--- config.mk ---
export PLATFORM = sky130hd
export DESIGN_NAME = dmx121_seq_flat
export DESIGN_NICKNAME = d
export VERILOG_FILES = /design/src/rtl/dmx121_seq_if.sv /design/src/rtl/dmx121_seq.sv /design/src/flat_wrapper.sv
export SDC_FILE = /design/constraint.sdc
export NUM_CORES = 1
export LEC_CHECK = 0
export BUFFER_PORTS_ARGS = -buffer_cell sky130_fd_sc_hd__buf_4
export CAP_MARGIN = 20
export CORE_ASPECT_RATIO = 1.75
export CORE_MARGIN = 2
export CORE_UTILIZATION = 56
export CTS_CLUSTER_DIAMETER = 40
export DETAILED_ROUTE_END_ITERATION = 8
export GPL_ROUTABILITY_DRIVEN = 0
export PLACE_DENSITY = 0.89
export SLEW_MARGIN = 20
export SYNTH_ARGS = -nofsm -noshare
export SYNTH_HDL_FRONTEND = slang
export SYNTH_SLANG_ARGS = --single-unit
--- constraint.sdc ---
create_clock -name clk -period 2.3 [get_ports clk]
set_input_delay 0.345 -clock clk [delete_from_list [all_inputs] [get_ports clk]]
set_output_delay 0.345 -clock clk [all_outputs]
set_load 0.02 [all_outputs]
--- src/rtl/dmx121_seq_if.sv ---
// rtl/dmx121_seq_if.sv - slot stream and frame output bundle for the 12:1 demultiplexer
// Signals:
//   d, d_valid, sync, clr_err  : incoming slot word stream and error clear (driven by master)
//   y0..y11                    : registered frame outputs, slot n of the last complete frame
//   s                          : slot index of the next expected word (upstream mux select)
//   frame_valid, locked        : one-cycle publish strobe, frame alignment held
//   sync_err                   : sticky alignment error flag
interface dmx121_seq_if #(
    parameter int WIDTH = 16
);
    logic [WIDTH-1:0] d;
    logic             d_valid;
    logic             sync;
    logic             clr_err;
    logic [WIDTH-1:0] y0, y1, y2, y3, y4, y5, y6, y7, y8, y9, y10, y11;
    logic [3:0]       s;
    logic             frame_valid;
    logic             locked;
    logic             sync_err;

    modport master (
        output d, d_valid, sync, clr_err,
        input  y0, y1, y2, y3, y4, y5, y6, y7, y8, y9, y10, y11,
        input  s, frame_valid, locked, sync_err
    );

    modport slave (
        input  d, d_valid, sync, clr_err,
        output y0, y1, y2, y3, y4, y5, y6, y7, y8, y9, y10, y11,
        output s, frame_valid, locked, sync_err
    );
endinterface

--- src/rtl/dmx121_seq.sv ---
// rtl/dmx121_seq.sv - 12:1 word demultiplexer with SYNC-aligned frame sequencer
// Ports:
//   clk   : rising-edge clock
//   rst_n : asynchronous active-low reset
//   bus   : dmx121_seq_if.slave (slot stream in, frame outputs / status out)
module dmx121_seq #(
    parameter int WIDTH  = 16,
    parameter int NUM_CH = 12
) (
    input  logic          clk,
    input  logic          rst_n,
    dmx121_seq_if.slave   bus
);

    localparam logic [3:0] LAST = 4'(NUM_CH - 1);

    typedef enum logic {HUNT, RUN} state_t;

    state_t           state, state_n;
    logic [3:0]       s_q, s_n;
    logic [WIDTH-1:0] sh  [NUM_CH-1];
    logic [WIDTH-1:0] y_q [NUM_CH];
    logic             frame_valid_q;
    logic             sync_err_q;

    logic             sh_we;
    logic [3:0]       sh_idx;
    logic             publish;
    logic             err_set;

    // A SYNC word always lands in sh0, whatever slot we thought we were in.
    always_comb begin
        state_n = state;
        s_n     = s_q;
        sh_we   = 1'b0;
        publish = 1'b0;
        err_set = 1'b0;
        sh_idx  = bus.sync ? 4'd0 : s_q;
        if (bus.d_valid) begin
            case (state)
                HUNT: begin
                    if (bus.sync) begin
                        sh_we   = 1'b1;
                        s_n     = 4'd1;
                        state_n = RUN;
                    end
                end
                RUN: begin
                    if (bus.sync) begin
                        // Early SYNC re-aligns; the partial frame is simply overwritten.
                        sh_we   = 1'b1;
                        s_n     = 4'd1;
                        err_set = (s_q != 4'd0);
                    end else if (s_q == 4'd0) begin
                        err_set = 1'b1;
                        state_n = HUNT;
                    end else if (s_q == LAST) begin
                        // The last word goes straight to its output, no shadow slot.
                        publish = 1'b1;
                        s_n     = 4'd0;
                    end else begin
                        sh_we = 1'b1;
                        s_n   = s_q + 4'd1;
                    end
                end
            endcase
        end
    end

    always_ff @(posedge clk or negedge rst_n) begin
        if (!rst_n) begin
            state         <= HUNT;
            s_q           <= 4'd0;
            frame_valid_q <= 1'b0;
            sync_err_q    <= 1'b0;
            for (int i = 0; i < NUM_CH - 1; i++) sh[i] <= '0;
            for (int i = 0; i < NUM_CH; i++) y_q[i] <= '0;
        end else begin
            state         <= state_n;
            s_q           <= s_n;
            frame_valid_q <= publish;
            // Set has priority over clear on the same edge.
            sync_err_q    <= err_set | (sync_err_q & ~bus.clr_err);
            if (sh_we) sh[sh_idx] <= bus.d;
            if (publish) begin
                for (int i = 0; i < NUM_CH - 1; i++) y_q[i] <= sh[i];
                y_q[NUM_CH-1] <= bus.d;
            end
        end
    end

    assign bus.y0          = y_q[0];
    assign bus.y1          = y_q[1];
    assign bus.y2          = y_q[2];
    assign bus.y3          = y_q[3];
    assign bus.y4          = y_q[4];
    assign bus.y5          = y_q[5];
    assign bus.y6          = y_q[6];
    assign bus.y7          = y_q[7];
    assign bus.y8          = y_q[8];
    assign bus.y9          = y_q[9];
    assign bus.y10         = y_q[10];
    assign bus.y11         = y_q[11];
    assign bus.s           = s_q;
    assign bus.frame_valid = frame_valid_q;
    assign bus.locked      = (state == RUN);
    assign bus.sync_err    = sync_err_q;

endmodule

--- src/flat_wrapper.sv ---
// flat-port wrapper written by rule: the top's interface ports become plain ports
module dmx121_seq_flat 
#(
    parameter int WIDTH  = 16,
    parameter int NUM_CH = 12
)
  (clk, rst_n, bus_d, bus_d_valid, bus_sync, bus_clr_err, bus_y0, bus_y1, bus_y2, bus_y3, bus_y4, bus_y5, bus_y6, bus_y7, bus_y8, bus_y9, bus_y10, bus_y11, bus_s, bus_frame_valid, bus_locked, bus_sync_err);
  dmx121_seq_if #(.WIDTH(WIDTH)) bus_i ();
  input  logic clk;
  input  logic rst_n;
  input wire logic [$bits(bus_i.d)-1:0] bus_d;
  input wire logic [$bits(bus_i.d_valid)-1:0] bus_d_valid;
  input wire logic [$bits(bus_i.sync)-1:0] bus_sync;
  input wire logic [$bits(bus_i.clr_err)-1:0] bus_clr_err;
  output wire logic [$bits(bus_i.y0)-1:0] bus_y0;
  output wire logic [$bits(bus_i.y1)-1:0] bus_y1;
  output wire logic [$bits(bus_i.y2)-1:0] bus_y2;
  output wire logic [$bits(bus_i.y3)-1:0] bus_y3;
  output wire logic [$bits(bus_i.y4)-1:0] bus_y4;
  output wire logic [$bits(bus_i.y5)-1:0] bus_y5;
  output wire logic [$bits(bus_i.y6)-1:0] bus_y6;
  output wire logic [$bits(bus_i.y7)-1:0] bus_y7;
  output wire logic [$bits(bus_i.y8)-1:0] bus_y8;
  output wire logic [$bits(bus_i.y9)-1:0] bus_y9;
  output wire logic [$bits(bus_i.y10)-1:0] bus_y10;
  output wire logic [$bits(bus_i.y11)-1:0] bus_y11;
  output wire logic [$bits(bus_i.s)-1:0] bus_s;
  output wire logic [$bits(bus_i.frame_valid)-1:0] bus_frame_valid;
  output wire logic [$bits(bus_i.locked)-1:0] bus_locked;
  output wire logic [$bits(bus_i.sync_err)-1:0] bus_sync_err;
  assign bus_i.d = bus_d;
  assign bus_i.d_valid = bus_d_valid;
  assign bus_i.sync = bus_sync;
  assign bus_i.clr_err = bus_clr_err;
  assign bus_y0 = bus_i.y0;
  assign bus_y1 = bus_i.y1;
  assign bus_y2 = bus_i.y2;
  assign bus_y3 = bus_i.y3;
  assign bus_y4 = bus_i.y4;
  assign bus_y5 = bus_i.y5;
  assign bus_y6 = bus_i.y6;
  assign bus_y7 = bus_i.y7;
  assign bus_y8 = bus_i.y8;
  assign bus_y9 = bus_i.y9;
  assign bus_y10 = bus_i.y10;
  assign bus_y11 = bus_i.y11;
  assign bus_s = bus_i.s;
  assign bus_frame_valid = bus_i.frame_valid;
  assign bus_locked = bus_i.locked;
  assign bus_sync_err = bus_i.sync_err;
  dmx121_seq #(.WIDTH(WIDTH), .NUM_CH(NUM_CH)) u_core (.clk(clk), .rst_n(rst_n), .bus(bus_i));
endmodule
-- After elaboration in Yosys (flattened, before gate mapping)
Index checks and enable logic that the tools add are counted.
- bits in read-only memories: 0
- input bits: 21
- logic and storage cells: 69
- memory bits (writable): 0
- flip-flop bits (word level): 375
- bits in latches: 0
- memories: 0
- shift operators: 0
- bitwise operators: 5
- div/mod/pow operators: 0
- eq/ne operators: 3
- reductions and logical operators: 4
- $add $sub $neg: 1
- muxes and demuxes: 27
- multipliers: 0
- order comparisons: 2
- operators with widths (kind ; count):
    bitwise mux 176 bit ; 1
    demux 16 bit (select 4 bit) ; 1
    two-way mux 4 bit ; 5
    two-way mux 1 bit ; 16
    two-way mux 16 bit ; 1
    one-hot mux 4 bit (2 select lines) ; 1
    greater-or-equal comparator 5 bit (second input constant) ; 1
    less-than comparator 5 x 1 -> 1 bit (second input constant) ; 1
    inverter 4 -> 5 bit ; 1
    adder 4 x 1 -> 4 bit (second input constant) ; 1
    == test 4 bit (second input constant) ; 1
    logical NOT 4 bit ; 1
    one-hot mux 1 bit (2 select lines) ; 2
    nonzero test 4 bit ; 1
    != test 3 bit (second input constant) ; 1
    AND reduction 3 bit ; 1
    != test 2 bit (second input constant) ; 1
    inverter 1 bit ; 2
    AND 1 bit ; 1
    logical AND 1 bit ; 1
    OR 1 bit ; 1

-- Depth between registers and ports, before layout
Gate-level depths: netlist of the first run.
- depth after elaboration: 7
- gate-level depth with buffers: 7
- mapped depth without buffers: 7

-- Worst setup path before layout of the first run
OpenSTA, ideal clock, no wires.
- path type: flip-flop to flip-flop
- from: register u_core.s_q[0] (netlist: u_core.bus.s[0])
- to: register u_core.sh[117] (netlist bit)
- slack: 0.258 ns
- cell stages (with the launch flop): 8
- data arrival time: 1.917 ns
- period minus slack after synthesis: 2.042 ns
- setup time: 0.125 ns
- path buffers: 2
- cells stage by stage: dfrtp_1 -> inv_1 -> ha_1 -> nor3_4 -> and3_1 -> buf_2 -> buf_4 -> mux2_2
- longest elaborated chain between the ends: 7
- elaborated cells on any way between the ends: 15
- classes of those cells: order compare: 2; eq/ne: 1; mux: 9; bitwise: 1; reduce/logical: 2
- ends and longest elaborated chain (what ; line ; source):
    start: declaration ; dmx121_seq.sv:20 ; logic [3:0] s_q, s_n;
    start signal: assignment ; dmx121_seq.sv:80 ; s_q <= s_n;
    two-way mux 4 bit ; dmx121_seq.sv:38 ; sh_idx = bus.sync ? 4'd0 : s_q;
    inverter 4 -> 5 bit (not written as such) ; dmx121_seq.sv:84 ; if (sh_we) sh[sh_idx] <= bus.d;
    greater-or-equal comparator 5 bit (not written as such) / less-than comparator 5 x 1 -> 1 bit (equally long branches) ; dmx121_seq.sv:84 ;
    logical AND 1 bit (not written as such) ; dmx121_seq.sv:84 ;
    two-way mux 16 bit (not written as such) ; dmx121_seq.sv:84 ;
    demux 16 bit (select 4 bit) ; dmx121_seq.sv:84 ;
    bitwise mux 176 bit ; dmx121_seq.sv:84 ;
    end signal: indexed assignment ; dmx121_seq.sv:84 ;
    end: declaration ; dmx121_seq.sv:21 ; logic [WIDTH-1:0] sh [NUM_CH-1];
Several ways; a longest one is shown, not always the timed one.
A chain may end at the register's enable or synchronous reset.

-- Final worst setup path of the first run
- from: register u_core.s_q[0] (netlist: u_core.bus.s[0])
- to: register u_core.s_q[3] (netlist: u_core.bus.s[3])
- longest elaborated chain between the ends: 5
- elaborated cells on any way between the ends: 9
- classes of those cells: add/sub: 1; eq/ne: 2; mux: 4; reduce/logical: 2
- ends and longest elaborated chain (what ; line ; source):
    adder 4 x 1 -> 4 bit / == test 4 bit (equally long branches) ; dmx121_seq.sv:63, dmx121_seq.sv:57 ;
    two-way mux 4 bit ; dmx121_seq.sv:57 ; end else if (s_q == LAST) begin
    two-way mux 4 bit ; dmx121_seq.sv:54 ; end else if (s_q == 4'd0) begin
    two-way mux 4 bit ; dmx121_seq.sv:49 ; if (bus.sync) begin
    one-hot mux 4 bit (2 select lines) ; dmx121_seq.sv:40 ; case (state)
Several ways; a longest one is shown, not always the timed one. The select of a mux whose other input is x is not followed.

==> results.md, run 1 <==
* CP delay by family, top: compound AO/OA/AOI/OAI gates
* # setup viols final at 0
* Worst Setup SP: u_core.bus.s[0]$_DFFE_PN0P_
* Max clock buf depth at 3
* Vias in the first global route at 8,805
* # IOs at 220
* DP Worst Slack at 0.177 ns
* Top post-synthesis cells by area: dfrtp_1 66%, mux2_2 29%, buf_4 1.0%
* Critical-path cell list: inv_1, ha_1, and2_1, ha_1, a21boi_0, o21ai_0, a211o_1
* RSZ-0062 raised after global routing: false
* Ant diodes at 0
* Final setup TNS at 0 ns
* Clk root buf: clkbuf_16
* Slew @ Worst Pin at 0.973 ns
* Most frequent cells in the layout: 375 x dfrtp_1, 368 x mux2_2, 237 x buf_4
* Clk_lat worst skew at 0.53 ns
* Area share of the largest cell type after synthesis at 65.7%
* Worst EP required at 2.71 ns
* # rows at 77
* Clk slew on worst S/H paths at 0.06 ns
* Port Buf Inserts at 219
* Commonest non-fill, non-tap cell in the layout: dfrtp_1
* First-pass GRT wire length at 51,600 um
* Mapped Cells at 855
* Critical Path AT at 2.54 ns
* Remaining routing DRC violations at 0
* Largest net degree at the start of global routing at 79
* Fin. Hold Viols at 0
* Final ANT Viol Nets at 0
* Fillers at 1,598
* Yosys top cell by area: dfrtp_1
* Initial antenna violation count at 0
* Register share of total power at 49.2%
* Largest family of logic cells by synthesized area: multiplexers
* Mapped Nets at 879
* Hold_sp: bus_d_valid
* Die height at 215 um
* Clock sink count at 375
* Nets@finish at 1,112
* Grt total ovfl at 0
* Comb power frac at 13.4%
* Power Density at 947 nW/um2
* Share of cells above drive strength 1 at 61.8%
* Starting DRT DRC Count at 437
* Sequential fraction of the synthesis area at 65.7%
* Final Core Density at 70.2%
* Crit Path Max Fanout at 10
* WHS at 0.127 ns
* Initial core utilization at 56.8%
* P_sw at 4.15 mW
* H-tree levels at 2
* Flop2flop setup slack at 0.17 ns
* Total core area at 25,100 um2
* Die Span X at 125 um
* HP Class: in2reg
* DRT Pass-1 Iters at 4
* Routed wire length at 33,300 um
* Total Routing Usage GR at 25.1%
* Startpoint type of the worst setup path: flop
* YS warnings at 0
* TritonCTS Buffers at 36
* Worst VDD drop at 0.860 mV
* Crit path largest cell delay at 0.51 ns
* Slowest stage cell on the critical path: dfrtp_1
* Clk network pwr share at 37.4%
* Worst setup margin at 0.169 ns
* Dpl hpwl at 21,600 um
* Element type at the critical path end: flop
* WS Path Type: reg2reg
* Slew Viols, Final at 0
* Vias at 8,080
* Adder-cell area share of the yosys netlist at 0.263%
* Routed length per instance at 23.3 um
* Post-synthesis compound-gate area fraction at 0.867%
* Max Cap Violations at 0
* Syn avg cell area at 16.7 um2
* Post-synthesis sequential element count at 375
* Pwr Total at 16.7 mW
* Yosys cell types at 37
* Worst relative slew slack at 34.9%
* Leakage Power at 9.22 nW
* Die area at 26,800 um2
* CP bufs+invs at 1
* Post-Synth XOR/XNOR Area at 0%
* Vias per std cell at 5.65
* Crit Reg-Reg Startpoint: u_core.bus.s[0]$_DFFE_PN0P_
* Outcome: complete, no violations
* Top cell by count, worst path: ha_1
* CTS tree: built
* Netlist Area Pre-Place at 14,300 um2
* Fin crit period at 2.13 ns
* Clock skew at 0.0152 ns
* Highest clock rate at 0.469 GHz
* Period Utilization, post-route at 92.7%
* Simple-gate portion of the synthesized area at 1.92%
* Sw Ratio at 24.8%
* Layout area overhead at 23.6%
* Post-synthesis mux area share at 29.0%
* P_int at 12.6 mW
state kept, by name, summed over array words and instances (netlist names), 4 cells and up:
name	flops
u_core.bus.s	4
u_core.bus.y0	16
u_core.bus.y1	16
u_core.bus.y10	16
u_core.bus.y11	16
u_core.bus.y2	16
u_core.bus.y3	16
u_core.bus.y4	16
u_core.bus.y5	16
u_core.bus.y6	16
u_core.bus.y7	16
u_core.bus.y8	16
u_core.bus.y9	16
u_core.sh	176
power groups by stage:
| stage | clock network, mW | registers [mW] | logic [mW] |
|---|---|---|---|
| 5_1_grt | 6.62 | 8.33 | 2.41 |
| 3_5_place_dp | 0 | 8.31 | 2.24 |
| 6_report | 6.25 | 8.22 | 2.24 |
| 3_3_place_gp | 0 | 8.23 | 2.14 |
| 4_1_cts | 6.35 | 8.21 | 2.26 |
| 2_1_floorplan | 0 | 8.36 | 1.18 |
layout make-up:
| type | instances | area (um2) | area share, % |
|---|---|---|---|
| flip-flops and latches | 375 | 9380 | 53.2 |
| multi-input cells | 420 | 4590 | 26.0 |
| repair buffers | 249 | 1990 | 11.3 |
| clock buffers | 51 | 1050 | 5.94 |
| well taps | 316 | 395 | 2.24 |
| clock inverters | 13 | 214 | 1.21 |
| inverters | 6 | 22.5 | 0.128 |
worst reg2reg max path, delay by kind of cell, from the launching register on:
family | cells | cell delay, ns
adders and majority gates | 2 | 0.47
and+or+nand+nor | 1 | 0.15
AOI/OAI and AO/OA | 3 | 0.78
DFF | 1 | 0.51
buffers and inverters | 1 | 0.11
logic make-up after synthesis:
kind of cell | Yosys count
adder cells (fa/ha/maj) | 3
AO/OA/AOI/OAI | 15
AND/OR/NAND/NOR | 34
flip-flops | 375
buffers and inverters | 60
multiplexers | 368
worst paths after layout:
check,end,cells past startpoint
worst max-delay path,u_core.bus.s[3]$_DFFE_PN0P_,7
worst min-delay path,u_core.bus.locked$_DFFE_PN0P_,2
worst max register to register,u_core.bus.s[3]$_DFFE_PN0P_,7
worst min register to register,u_core.bus.y10[7]$_DFFE_PN0P_,1
max in group asynchronous,u_core.bus.y3[0]$_DFFE_PN0P_,3
min in group asynchronous,u_core.bus.y6[5]$_DFFE_PN0P_,2
cells in the mapped netlist:
cell type,instances
or2_2,1
nand2_1,4
and2_1,3
ha_1,3
mux2_2,368
o211ai_2,2
nand4b_1,2
nor3_2,1
a21boi_0,1
nor3b_1,1
inv_1,6
dfrtp_1,375
nor3b_2,2
a221oi_1,1
and3b_1,1
nand4_2,2
o21ai_0,4
buf_4,19
a21bo_2,1
buf_2,17
nor3_4,1
o22ai_1,1
nor3b_4,1
nand3_2,4
and2b_1,1
a21oi_1,1
a211o_1,1
nor2_1,4
o31ai_1,1
and3_1,1
nor4_1,1
nand4bb_1,1
a41oi_2,1
clkbuf_1,18
o32ai_1,1
nand4_1,2
nand2b_1,1
layer usage:
| metal | share of wire, % | wire, um | global-route usage, % | up-vias |
|---|---|---|---|---|
| met1 | 38 | 12600 | 30.0 | 4272 |
| met5 | 0 | 0 | 0 | - |
| met4 | 4.4 | 1450 | 11.5 | 0 |
| met3 | 4.1 | 1350 | 4.06 | 72 |
| met2 | 54 | 17900 | 44.6 | 245 |
| li1 | - | - | - | 3491 |
metrics by stage:
step,cell area (um2),std cells
after floorplan,14300,855
after global placement,16400,1364
after detailed placement,16400,1364
after CTS,17600,1430
after global routing,17600,1430
final,17600,1430
what timing repair did:
action | 4_1_cts | 5_1_grt
resized for setup | 0 | 0
hold buffers | 2 | 0
endpoints found under the hold margin | 50 | 0
setup buffers | 0 | 0
No activity file was read; power rests on OpenSTA's default activity.
==> run 2: changes to the inputs <==
Settings changed: CELL_PAD_IN_SITES_DETAIL_PLACEMENT from default to 0, CELL_PAD_IN_SITES_GLOBAL_PLACEMENT from default to 1, CORE_UTILIZATION 56 to 47, TNS_END_PERCENT from default to 100.
==> results.md, run 2 (synthesis gave the netlist of run 1 again) <==
* Outcome: complete, no violations
* Worst EP required at 2.71 ns (about the same)
* Most frequent cells in the layout: 375 x dfrtp_1, 368 x mux2_2, 237 x buf_4
* Top cell by count, worst path: buf_12
* Final Core Density at 59.5% (-11 points)
* Area of the multi-input gates at 4590 um2 (+0.14%)
* Max clock buf depth at 3 (unchanged)
* # hold bufs at CTS at 2 (unchanged)
* HP Class: in2reg
* Worst VDD drop at 0.948 mV (+10%)
* Worst relative slew slack at 59.2% (+24 points)
* Period Utilization, post-route at 92.3% (-0.32 points)
* Vias per std cell at 5.32 (-5.8%)
* WS Path Type: reg2reg
* Reg2reg path depth at 6 (-1)
* Final setup TNS at 0 ns (unchanged)
* TritonCTS Buffers at 37 (+2.8%)
* Ant diodes at 0 (unchanged)
* Total Routing Usage GR at 21.3% (-3.9 points)
* Slew Viols, Final at 0 (unchanged)
* Crit Path Max Fanout at 28 (+18)
* Fillers at 2,315 (+45%)
* Max FFs per register at 176 (unchanged)
* # rows at 84 (+9.1%)
* Design area at 17,800 um2 (+0.99%)
* # IOs at 220 (unchanged)
* Initial core utilization at 47.7% (-9.1 points)
* Post CTS Setup Buffer Count at 0 (unchanged)
* Fin crit period at 2.12 ns (-0.00742 ns)
* Power Density at 940 nW/um2 (-0.73%)
* Fin. Hold Viols at 0 (unchanged)
* Vias in the first global route at 8,471 (-3.8%)
* DRT Pass-1 Iters at 5 (+1)
* # setup viols final at 0 (unchanged)
* CTS tree: built
* Max Cap Violations at 0 (unchanged)
* Port Buf Inserts at 219 (unchanged)
* CP delay by family, top: flip-flops
* Pwr Total at 16.8 mW (+0.25%)
* Critical-path cell list: ha_1, nand2_1, nor2_4, buf_12, buf_12, mux2_2
* Layout area overhead at 24.8%
* Clock skew at 0.0119 ns (-0.00331 ns)
* Critical Path AT at 2.53 ns (about the same)
* Vias at 8,007 (-0.90%)
* Slew @ Worst Pin at 0.611 ns (-0.362 ns)
* Leakage Power at 9.25 nW (+0.42%)
* Die Span X at 136 um (+8.9%)
* CP bufs+invs at 2 (+1)
* Total core area at 30,000 um2 (+19%)
* Startpoint type of the worst setup path: flop
* Routed wire length at 33,400 um (+0.33%)
* Die height at 235 um (+9.0%)
* First-pass GRT wire length at 50,500 um (-2.2%)
* Highest clock rate at 0.471 GHz (+0.35%)
* Post-place instance area at 16,500 um2 (+0.95%)
* Largest Register: u_core.sh
* Slowest stage cell on the critical path: dfrtp_1
* Nets@finish at 1,116 (+0.36%)
* Register Area at 9380 um2 (unchanged)
* Routed length per instance at 22.2 um (-4.7%)
* Starting DRT DRC Count at 347 (-21%)
* Clock sink count at 375 (unchanged)
* Worst path depth at 6 (-1)
* Share of cells above drive strength 1 at 62.2% (+0.32 points)
* Die area at 31,900 um2 (+19%)
* Commonest non-fill, non-tap cell in the layout: dfrtp_1
* H-tree levels at 2 (unchanged)
* Final ANT Viol Nets at 0 (unchanged)
* Clk_lat worst skew at 0.52 ns (about the same)
* Largest net degree at the start of global routing at 75 (-5.1%)
* Remaining routing DRC violations at 0 (unchanged)
* Clk slew on worst S/H paths at 0.07 ns (about the same)
* Clk root buf: clkbuf_16
* Initial antenna violation count at 0 (unchanged)
* Hold Path Stages at 2 (unchanged)
* Element type at the critical path end: flop
* Crit path largest cell delay at 0.50 ns (about the same)
* RSZ-0062 raised after global routing: false
* Post-CTS Resized at 0 (unchanged)
* Dpl hpwl at 22,000 um (+2.2%)
* Grt total ovfl at 0 (unchanged)
run 2: final timing paths:
kind / startpoint / end / slack (ns)
worst max-delay path: u_core.bus.s[0]$_DFFE_PN0P_ / u_core.bus.y10[15]$_DFFE_PN0P_ / 0.18
worst min-delay path: bus_d_valid / u_core.bus.locked$_DFFE_PN0P_ / 0.12
worst max register to register: u_core.bus.s[0]$_DFFE_PN0P_ / u_core.bus.y10[15]$_DFFE_PN0P_ / 0.18
worst min register to register: u_core.sh[63]$_DFFE_PN0P_ / u_core.bus.y7[15]$_DFFE_PN0P_ / 0.50
max in group asynchronous: rst_n / u_core.bus.y2[12]$_DFFE_PN0P_ / 1.10
min in group asynchronous: rst_n / u_core.bus.y6[5]$_DFFE_PN0P_ / 0.39
run 2: area by class of cell:
type / count / share of cell area (%)
inverters: 6 / 0.126
clock buffers: 48 / 5.76
clock inverters: 17 / 1.43
well taps: 387 / 2.72
flip-flops and latches: 375 / 52.7
repair buffers: 252 / 11.5
multi-input cells: 420 / 25.8
run 2: per-stage QoR:
stage / setup slack (ns) / instances / hold WS [ns]
floorplan: 0.258 / 855 / 0.0494
global placement: 0.259 / 1438 / 0.362
detailed placement: 0.179 / 1438 / 0.366
CTS: 0.156 / 1505 / 0.0900
global route: 0.0658 / 1505 / 0.130
finish: 0.176 / 1505 / 0.123
run 2: power breakdown:
| part | total (mW) | leakage, nW | switching (mW) | internal, mW |
|---|---|---|---|---|
| clock | 6.33 | 0.620 | 2.56 | 3.77 |
| combinational | 2.26 | 3.52 | 1.06 | 1.19 |
| sequential | 8.17 | 5.11 | 0.548 | 7.62 |
| total | 16.8 | 9.25 | 4.17 | 12.6 |
run 2: routing by layer:
metal / vias up / wire, um / GRT usage [%]
met5: - / 0 / 0
met4: 0 / 1060 / 7.78
met3: 59 / 1230 / 3.27
met2: 178 / 18600 / 39.3
met1: 4263 / 12500 / 24.9
li1: 3507 / - / -
==> run 3: changes to the inputs <==
Settings changed: PLACE_DENSITY 0.89 to 0.77.
==> results.md, run 3 (synthesis gave the netlist of run 1 again) <==
* Outcome: complete, no violations
* Final setup TNS at 0 ns (unchanged)
* Nets@finish at 1,114 (-0.18%)
* Crit path largest cell delay at 0.52 ns (+0.02 ns)
* Highest clock rate at 0.474 GHz (+0.62%)
* Clock skew at 0.0198 ns (+0.00787 ns)
* Grt total ovfl at 0 (unchanged)
* CTS tree: built
* Worst relative slew slack at 61.3% (+2.1 points)
* First-pass GRT wire length at 50,300 um (-0.32%)
* Clock sink count at 375 (unchanged)
* Clk slew on worst S/H paths at 0.06 ns (about the same)
* Element type at the critical path end: flop
* DRT Pass-1 Iters at 4 (-1)
* TritonCTS Buffers at 36 (-2.7%)
* Post-CTS Resized at 0 (unchanged)
* CP delay by family, top: flip-flops
* Slew @ Worst Pin at 0.581 ns (-0.0308 ns)
* Leakage Power at 9.21 nW (-0.52%)
* Critical-path cell list: ha_1, nand2_1, nor2_4, buf_12, buf_12, mux2_2
* Die Span X at 136 um (unchanged)
* Ant diodes at 0 (unchanged)
* Slowest stage cell on the critical path: dfrtp_1
* Vias at 7,821 (-2.3%)
* HP Class: in2reg
* Final ANT Viol Nets at 0 (unchanged)
* Clk_lat worst skew at 0.54 ns (+0.02 ns)
* Routed length per instance at 22.2 um (about the same)
* Total Routing Usage GR at 21.4% (+0.15 points)
* # IOs at 220 (unchanged)
* Crit Path Max Fanout at 33 (+18%)
* Max Cap Violations at 0 (unchanged)
* Port Buf Inserts at 219 (unchanged)
* Remaining routing DRC violations at 0 (unchanged)
* Critical Path AT at 2.51 ns (-0.02 ns)
* Initial core utilization at 47.7% (unchanged)
* Commonest non-fill, non-tap cell in the layout: dfrtp_1
* Die area at 31,900 um2 (unchanged)
* Period Utilization, post-route at 91.8% (-0.57 points)
* Worst VDD drop at 0.718 mV (-24%)
* Top cell by count, worst path: buf_12
* Initial antenna violation count at 0 (unchanged)
* WHS at 0.112 ns (-0.0108 ns)
* Max clock buf depth at 3 (unchanged)
* CP bufs+invs at 2 (unchanged)
* Dpl hpwl at 21,800 um (-0.93%)
* Startpoint type of the worst setup path: flop
* RSZ-0062 raised after global routing: false
* Share of cells above drive strength 1 at 62.0% (-0.17 points)
* Largest Register: u_core.sh
* Routed wire length at 33,300 um (-0.36%)
* WS Path Type: reg2reg
* Slew Viols, Final at 0 (unchanged)
* Worst EP required at 2.70 ns (about the same)
* Fin. Hold Viols at 0 (unchanged)
* Starting DRT DRC Count at 305 (-12%)
* Clk root buf: clkbuf_16
* Max FFs per register at 176 (unchanged)
* # rows at 84 (unchanged)
* Most frequent cells in the layout: 375 x dfrtp_1, 368 x mux2_2, 234 x buf_4
* Largest net degree at the start of global routing at 66 (-12%)
* Vias in the first global route at 8,192 (-3.3%)
* # setup viols final at 0 (unchanged)
* Fin crit period at 2.11 ns (-0.0131 ns)
* H-tree levels at 2 (unchanged)
* Layout area overhead at 24.2%
* Power Density at 919 nW/um2 (-2.2%)
* Total core area at 30,000 um2 (unchanged)
* Vias per std cell at 5.21 (-2.0%)
* Die height at 235 um (unchanged)
[run 3: cell types whose count changed in the layout (fill, tap and decap cells not counted)]
cell | previous run | this run
nor3_4 | 2 | 1
inv_12 | 1 | 0
bufinv_16 | 5 | 2
buf_4 | 237 | 234
clkbuf_8 | 6 | 8
inv_8 | 1 | 0
buf_12 | 12 | 14
nor3_2 | 0 | 1
clkinvlp_4 | 3 | 2
[run 3: power breakdown]
| group | switching [mW] | total [mW] | internal (mW) | leakage, nW |
|---|---|---|---|---|
| Clock | 2.47 | 5.91 | 3.45 | 0.578 |
| Combinational | 1.02 | 2.20 | 1.18 | 3.51 |
| Sequential | 0.562 | 8.18 | 7.62 | 5.11 |
| Total | 4.06 | 16.3 | 12.2 | 9.21 |
[run 3: path summary, 6_finish.rpt]
| kind | start | to | slack (ns) | cells past startpoint |
|---|---|---|---|---|
| max in group asynchronous | rst_n | u_core.bus.y10[13]$_DFFE_PN0P_ | 1.13 | 3 |
| min in group asynchronous | rst_n | u_core.bus.y5[12]$_DFFE_PN0P_ | 0.34 | 2 |
| worst max register to register | u_core.bus.s[0]$_DFFE_PN0P_ | u_core.bus.y2[9]$_DFFE_PN0P_ | 0.19 | 6 |
| worst min register to register | u_core.sh[163]$_DFFE_PN0P_ | u_core.bus.y0[3]$_DFFE_PN0P_ | 0.49 | 1 |
| worst min-delay path | bus_d_valid | u_core.bus.locked$_DFFE_PN0P_ | 0.11 | 2 |
| worst max-delay path | u_core.bus.s[0]$_DFFE_PN0P_ | u_core.bus.y2[9]$_DFFE_PN0P_ | 0.19 | 6 |
[run 3: area by class of cell]
type,instances,area (um2)
clock buffer,50,1050
clock inverter,11,129
fill,2407,12200
inverter,6,22.5
multi-input combinational,420,4590
sequential,375,9380
tap,387,484
timing repair buffer,251,2070
[run 3: repair_timing]
item / 4_1_cts / 5_1_grt
setup buffers: 0 / 0
endpoints found under the hold margin: 58 / 0
hold buffers: 2 / 0
endpoints found under the setup margin: 0 / 0
[run 3: stage by stage]
step	instance area [um2]	worst slack (ns)	power, mW	std cells	util [%]
floorplan	14300	0.258	9.54	855	-
global placement	16500	0.285	10.4	1437	55.2
detailed placement	16500	0.217	10.5	1437	55.2
CTS	17700	0.192	16.5	1500	59.2
global route	17700	0.0427	17.1	1500	59.2
finish	17700	0.189	16.3	1500	59.2
[run 3: layer usage]
metal	share of wire (%)	vias up	GRT usage, %
li1	-	3479	-
met1	38	4117	25.2
met2	55	179	39.1
met3	4.5	46	4.35
met4	2.4	0	6.90
met5	0	-	0
